<file path="src/rtl/cpu_pkg.sv">
// cpu_pkg: definitions shared by the pipeline stages.
//   - MIPS32 instruction field positions (MSB of each field, plus the
//     widths of the immediate and jump-target fields).
//   - occ_t: occupancy of a two-entry skid-buffered pipeline register.
package cpu_pkg;

  localparam int OPC_MSB   = 31;
  localparam int RS_MSB    = 25;
  localparam int RT_MSB    = 20;
  localparam int RD_MSB    = 15;
  localparam int SHAMT_MSB = 10;
  localparam int FUNCT_MSB = 5;
  localparam int IMM_W     = 16;
  localparam int TARGET_W  = 26;

  localparam int OPC_W   = 6;
  localparam int REG_W   = 5;
  localparam int FUNCT_W = 6;

  // EMPTY: nothing held, ONE: head valid, FULL: head and skid valid.
  typedef enum logic [1:0] {
    EMPTY = 2'd0,
    ONE   = 2'd1,
    FULL  = 2'd2
  } occ_t;

endpackage

</file>
<file path="src/rtl/instr_fields.sv">
// instr_fields: purely combinational split of a 32-bit MIPS32 word into
// its fields. Shared by the decode-side stages.
// Ports:
//   instr   in  32  raw instruction word
//   opcode  out 6   instr[31:26]
//   rs      out 5   instr[25:21]
//   rt      out 5   instr[20:16]
//   rd      out 5   instr[15:11]
//   shamt   out 5   instr[10:6]
//   funct   out 6   instr[5:0]
//   imm16   out 16  instr[15:0]
//   target  out 26  instr[25:0]
module instr_fields
  import cpu_pkg::*;
(
  input  logic [31:0]         instr,
  output logic [OPC_W-1:0]    opcode,
  output logic [REG_W-1:0]    rs,
  output logic [REG_W-1:0]    rt,
  output logic [REG_W-1:0]    rd,
  output logic [REG_W-1:0]    shamt,
  output logic [FUNCT_W-1:0]  funct,
  output logic [IMM_W-1:0]    imm16,
  output logic [TARGET_W-1:0] target
);

  assign opcode = instr[OPC_MSB   -: OPC_W];
  assign rs     = instr[RS_MSB    -: REG_W];
  assign rt     = instr[RT_MSB    -: REG_W];
  assign rd     = instr[RD_MSB    -: REG_W];
  assign shamt  = instr[SHAMT_MSB -: REG_W];
  assign funct  = instr[FUNCT_MSB -: FUNCT_W];
  assign imm16  = instr[IMM_W-1:0];
  assign target = instr[TARGET_W-1:0];

endmodule

</file>
<file path="src/rtl/if_id_stage.sv">
// if_id_stage: IF/ID pipeline register with a 2-entry skid buffer.
// Holds {pc_plus4, instr} from fetch, presents the head entry to decode
// and splits the head instruction into its MIPS32 fields.
// Ports:
//   clk, rst             clock, synchronous active-high reset
//   flush                drop every held entry (branch/jump redirect)
//   in_valid/in_ready    fetch handshake; in_ready comes from a flop
//   in_pc_plus4,in_instr fetched entry
//   out_valid/out_ready  decode handshake
//   out_pc_plus4,out_instr, out_opcode..out_target  head entry and fields
// Optional feature (macro IF_ID_STALL_CNT_EN):
//   stall_cnt  out 32  count of cycles where fetch offered but the stage
//                      was full; cleared only by rst, wraps at 2^32.
module if_id_stage
  import cpu_pkg::*;
#(
  parameter int DATA_W = 32,
  parameter int DEPTH  = 2
) (
  input  logic                clk,
  input  logic                rst,
  input  logic                flush,
  input  logic                in_valid,
  output logic                in_ready,
  input  logic [DATA_W-1:0]   in_pc_plus4,
  input  logic [DATA_W-1:0]   in_instr,
  output logic                out_valid,
  input  logic                out_ready,
  output logic [DATA_W-1:0]   out_pc_plus4,
  output logic [DATA_W-1:0]   out_instr,
  output logic [OPC_W-1:0]    out_opcode,
  output logic [REG_W-1:0]    out_rs,
  output logic [REG_W-1:0]    out_rt,
  output logic [REG_W-1:0]    out_rd,
  output logic [REG_W-1:0]    out_shamt,
  output logic [FUNCT_W-1:0]  out_funct,
  output logic [IMM_W-1:0]    out_imm16,
`ifdef IF_ID_STALL_CNT_EN
  output logic [TARGET_W-1:0] out_target,
  output logic [31:0]         stall_cnt
`else
  output logic [TARGET_W-1:0] out_target
`endif
);

  // The occupancy FSM only understands a head and a single skid entry.
  if (DEPTH != 2) begin : g_depth_check
    $error("if_id_stage: DEPTH must be 2");
  end

  occ_t              state_q, state_d;
  logic              in_ready_q, in_ready_d;
  logic [DATA_W-1:0] head_pc_q, head_pc_d;
  logic [DATA_W-1:0] head_instr_q, head_instr_d;
  logic [DATA_W-1:0] skid_pc_q, skid_pc_d;
  logic [DATA_W-1:0] skid_instr_q, skid_instr_d;
  logic              accept;
  logic              pop;

  assign out_valid = (state_q != EMPTY);
  assign in_ready  = in_ready_q;
  assign accept    = in_valid & in_ready_q;
  assign pop       = out_valid & out_ready;

  // Next occupancy and data movement. Flush wins over accept/pop and
  // leaves the data registers untouched; only the state is cleared.
  always_comb begin
    state_d      = state_q;
    head_pc_d    = head_pc_q;
    head_instr_d = head_instr_q;
    skid_pc_d    = skid_pc_q;
    skid_instr_d = skid_instr_q;

    if (flush) begin
      state_d = EMPTY;
    end else begin
      unique case (state_q)
        EMPTY: begin
          if (accept) begin
            head_pc_d    = in_pc_plus4;
            head_instr_d = in_instr;
            state_d      = ONE;
          end
        end
        ONE: begin
          if (accept && pop) begin
            head_pc_d    = in_pc_plus4;
            head_instr_d = in_instr;
          end else if (accept) begin
            skid_pc_d    = in_pc_plus4;
            skid_instr_d = in_instr;
            state_d      = FULL;
          end else if (pop) begin
            state_d = EMPTY;
          end
        end
        FULL: begin
          // in_ready is low here, so only a pop can move things.
          if (pop) begin
            head_pc_d    = skid_pc_q;
            head_instr_d = skid_instr_q;
            state_d      = ONE;
          end
        end
        default: state_d = EMPTY;
      endcase
    end

    // Registered ready reflects the state that will hold after the edge.
    in_ready_d = (state_d != FULL);
  end

  always_ff @(posedge clk) begin
    if (rst) begin
      state_q      <= EMPTY;
      in_ready_q   <= 1'b1;
      head_pc_q    <= '0;
      head_instr_q <= '0;
      skid_pc_q    <= '0;
      skid_instr_q <= '0;
    end else begin
      state_q      <= state_d;
      in_ready_q   <= in_ready_d;
      head_pc_q    <= head_pc_d;
      head_instr_q <= head_instr_d;
      skid_pc_q    <= skid_pc_d;
      skid_instr_q <= skid_instr_d;
    end
  end

  assign out_pc_plus4 = head_pc_q;
  assign out_instr    = head_instr_q;

  instr_fields u_fields (
    .instr  (head_instr_q),
    .opcode (out_opcode),
    .rs     (out_rs),
    .rt     (out_rt),
    .rd     (out_rd),
    .shamt  (out_shamt),
    .funct  (out_funct),
    .imm16  (out_imm16),
    .target (out_target)
  );

`ifdef IF_ID_STALL_CNT_EN
  logic [31:0] stall_cnt_q, stall_cnt_d;

  // Counts fetch stalls; deliberately survives flush. Wraps naturally.
  always_comb begin
    stall_cnt_d = stall_cnt_q;
    if (in_valid && !in_ready_q) begin
      stall_cnt_d = stall_cnt_q + 32'd1;
    end
  end

  always_ff @(posedge clk) begin
    if (rst) begin
      stall_cnt_q <= '0;
    end else begin
      stall_cnt_q <= stall_cnt_d;
    end
  end

  assign stall_cnt = stall_cnt_q;
`endif

endmodule

</file>
<file path="config.mk">
export PLATFORM = sky130hd
export DESIGN_NAME = if_id_stage
export DESIGN_NICKNAME = d
export VERILOG_FILES = /design/src/rtl/cpu_pkg.sv /design/src/rtl/instr_fields.sv /design/src/rtl/if_id_stage.sv
export SDC_FILE = /design/constraint.sdc
export NUM_CORES = 1
export LEC_CHECK = 0
export BUFFER_PORTS_ARGS = -buffer_cell sky130_fd_sc_hd__buf_2
export CAP_MARGIN = 20
export CORE_MARGIN = 2
export CORE_UTILIZATION = 43
export DETAILED_ROUTE_END_ITERATION = 16
export PLACE_DENSITY_LB_ADDON = 0.25
export SKIP_CTS_REPAIR_TIMING = 1
export SYNTH_ARGS = -nofsm -noshare
export SYNTH_HDL_FRONTEND = slang
export SYNTH_HIERARCHICAL = 1
export SYNTH_SLANG_ARGS = --single-unit
</file>
<file path="constraint.sdc">
create_clock -name clk -period 1.9 [get_ports clk]
set_input_delay 0.19 -clock clk [delete_from_list [all_inputs] [get_ports clk]]
set_output_delay 0.19 -clock clk [all_outputs]
set_load 0.05 [all_outputs]
</file>
==> flow_summary.json <==
{
  "status": "completed",
  "post-route-min-period_ps": 1754,
  "finalHoldViolations": 0,
  "route.vias.total": 4775,
  "cp-end-kind": "register",
  "max-cap-violations": 0,
  "grt_setup_unrepaired": "no",
  "final-seq-area_mm2": 0.002623,
  "yosysWarnings": 6,
  "ys_types": 22,
  "min_period_over_period_pct": 92.31,
  "area_growth_pct": 23.45,
  "worstPathRequired_ps": 2170,
  "placed_area_mm2": 0.006375,
  "p_total_w": 0.007734,
  "drtIter0Drc": 235,
  "final-setup-viol-count": 0,
  "fin_ws_ps": 146.0,
  "grt_start_max_net_pins": 85,
  "p_per_area_mw_per_mm2": 1098,
  "path_clk_slew_ps": 60,
  "synth_area_mm2": 0.005703,
  "synth.avg_cell_area_um2": 8.720,
  "io-pin-count": 209,
  "reg2reg_setup_slack_ps": 150,
  "critPathLaunchType": "register",
  "whs_path_depth": 3,
  "synth-seq-cells": 131,
  "utilization_pct": 53.81,
  "criticalPathCategory": "reg -> reg",
  "synth_nets": 723,
  "firstDrtPassIters": 4,
  "min_from": "in_instr[31]",
  "core_area_mm2": 0.01309,
  "clk_latency_ps": 410,
  "tns_ps": 0,
  "final_cell_area_mm2": 0.007041,
  "overflow": 0,
  "reg2reg_depth": 6,
  "vias_per_cell": 4.964,
  "gp_congestion": 0.7492,
  "ir_drop_uv": 622.0,
  "slew_viol_final": 0,
  "clk_path_buf_depth": 2,
  "grt_pass1_wl_mm": 21.02,
  "cts_sinks": 131,
  "skew_ps": 6.830,
  "tightest_slew_ps": 528.3,
  "numCtsBuffers": 17,
  "die_y_um": 119.2,
  "arrival_ps": 2020,
  "wire_per_inst_um": 14.03,
  "min_path_type": "in -> reg",
  "grt_pass1_vias": 4315,
  "cts_tree": "done",
  "drc": 0,
  "grt_use_total_pct": 18.45,
  "yosysSeqAreaShare_pct": 45.99,
  "leakagePower_nw": 3.461,
  "crit_chain": "nand4bb_1 > o41ai_4 > buf_4 > buf_12 > buf_6 > a211oi_1",
  "dp_slack_ps": 120.2,
  "layout.nets": 843,
  "relSlewSlack_pct": 64.78,
  "drive_gt1_share_pct": 32.95,
  "htree_levels": 4,
  "wl_mm": 13.50,
  "cts-root-buf": "clkbuf_16",
  "initial_utilization_pct": 43.58,
  "std_cell_rows": 42,
  "port_buffers": 208,
  "detail-route-antenna-nets": 0,
  "antenna_cells": 0,
  "die_area_mm2": 0.01420,
  "antenna_found_initial": 1,
  "reg2reg_to": "out_pc_plus4[4]",
  "die-width_um": 119.2,
  "multi_input_area_mm2": 0.002300,
  "timing.rr.start": "state_q[1]",
  "synthCells": 654,
  "cp_max_fo": 42,
  "num-fill-cells": 1221,
  "slowest_stage": "dfxtp_1",
  "max_stage_delay_ps": 520,
  "dp.final_hpwl_mm": 8.898,
  "max_freq_mhz": 570.1,
  "hold_end": "skid_instr_q[31]"
}
==> synth_stat cells, drive strengths merged <==
master,n,area share [%]
a21boi,1,0.13
nor2,64,4.2
nand2b,1,0.11
nand2,129,8.5
nand3b,1,0.13
inv,1,0.066
clkbuf,14,0.92
mux2i,65,11
dfxtp,131,46
o41ai,1,0.29
and3b,2,0.31
a21oi,65,5.7
nor4,1,0.11
o22a,1,0.15
nor3,1,0.088
nand4bb,1,0.20
buf,109,13
nor2b,1,0.11
a211oi,64,8.4
or2,1,0.11
==> sequential cells by signal, indices dropped and copies added, names as in the netlist <==
name / flops
out_pc_plus4: 32
skid_pc_q: 32
skid_instr_q: 32
state_q: 2
out_instr: 32
in_ready: 1
==> power breakdown <==
part | total, W | switching, W | internal [W]
Clock | 0.00338 | 0.00115 | 0.00223
Sequential | 0.00294 | 0.0000814 | 0.00286
Combinational | 0.00141 | 0.00107 | 0.000338
Total | 0.00773 | 0.00230 | 0.00543
==> worst max-delay path, delay by kind of cell, from the launching register on <==
kind,cells,cell delay (ps)
AND/OR/NAND/NOR,1,220
buffers and inverters,3,640
AO/OA/AOI/OAI,2,230
flip-flops,1,520
==> kinds of logic after synthesis <==
logic type / synth area share [%]
AOI/OAI and AO/OA: 14.70
and+or+nand+nor: 13.87
DFF: 45.99
buffers and inverters: 14.04
muxes: 11.41
==> cell type report <==
| cell class | count | share of cell area [%] |
|---|---|---|
| clock buffer | 23 | 7.073 |
| clock inverter | 8 | 1.759 |
| inverter | 1 | 0.05331 |
| multi-input combinational | 399 | 32.66 |
| sequential | 131 | 37.25 |
| tap | 176 | 3.128 |
| timing repair buffer | 224 | 18.07 |
==> worst max-delay path by stage <==
stage,start,end
after floorplan,in_ready,out_instr[0]
after global placement,state_q[0],out_instr[23]
after detailed placement,state_q[0],out_instr[20]
after CTS,state_q[0],out_instr[20]
after global routing,state_q[0],out_pc_plus4[21]
final,state_q[1],out_pc_plus4[4]
==> placed cells by master (no fill, tap or decap) <==
cell and count:
buf_12 7, nand4bb_1 1, clkinv_4 1, dfxtp_1 131, and3b_1 1, nor3_1 1
buf_6 1, clkbuf_8 5, o41ai_4 1, buf_4 8, clkinvlp_4 2, nand2_1 129
bufinv_16 3, nor2_1 64, a21oi_1 65, clkbuf_16 18, a21boi_1 1, nor2b_1 1
o22a_1 1, clkinv_2 2, and3b_2 1, mux2i_1 65, buf_2 207, nand2b_4 1
or2_2 1, nor4_1 1, clkbuf_1 1, inv_2 1, nand3b_1 1, a211oi_1 64
==> stage by stage <==
| step | cells | hold slack [ps] |
|---|---|---|
| global route | 962 | 9.591 |
| finish | 962 | 24.52 |
| CTS | 959 | 6.284 |
| global placement | 928 | 440.3 |
| floorplan | 654 | 266.9 |
| detailed placement | 928 | 445.8 |
==> layer usage <==
metal / vias to the layer above / share of wire [%] / GRT usage, %
li1: 2388 / - / -
met1: 2206 / 44 / 22.31
met2: 162 / 47 / 30.03
met3: 17 / 7.1 / 6.466
met4: 2 / 1.5 / 7.292
met5: - / 0.059 / 0
Power figures use the tool's default switching activity.
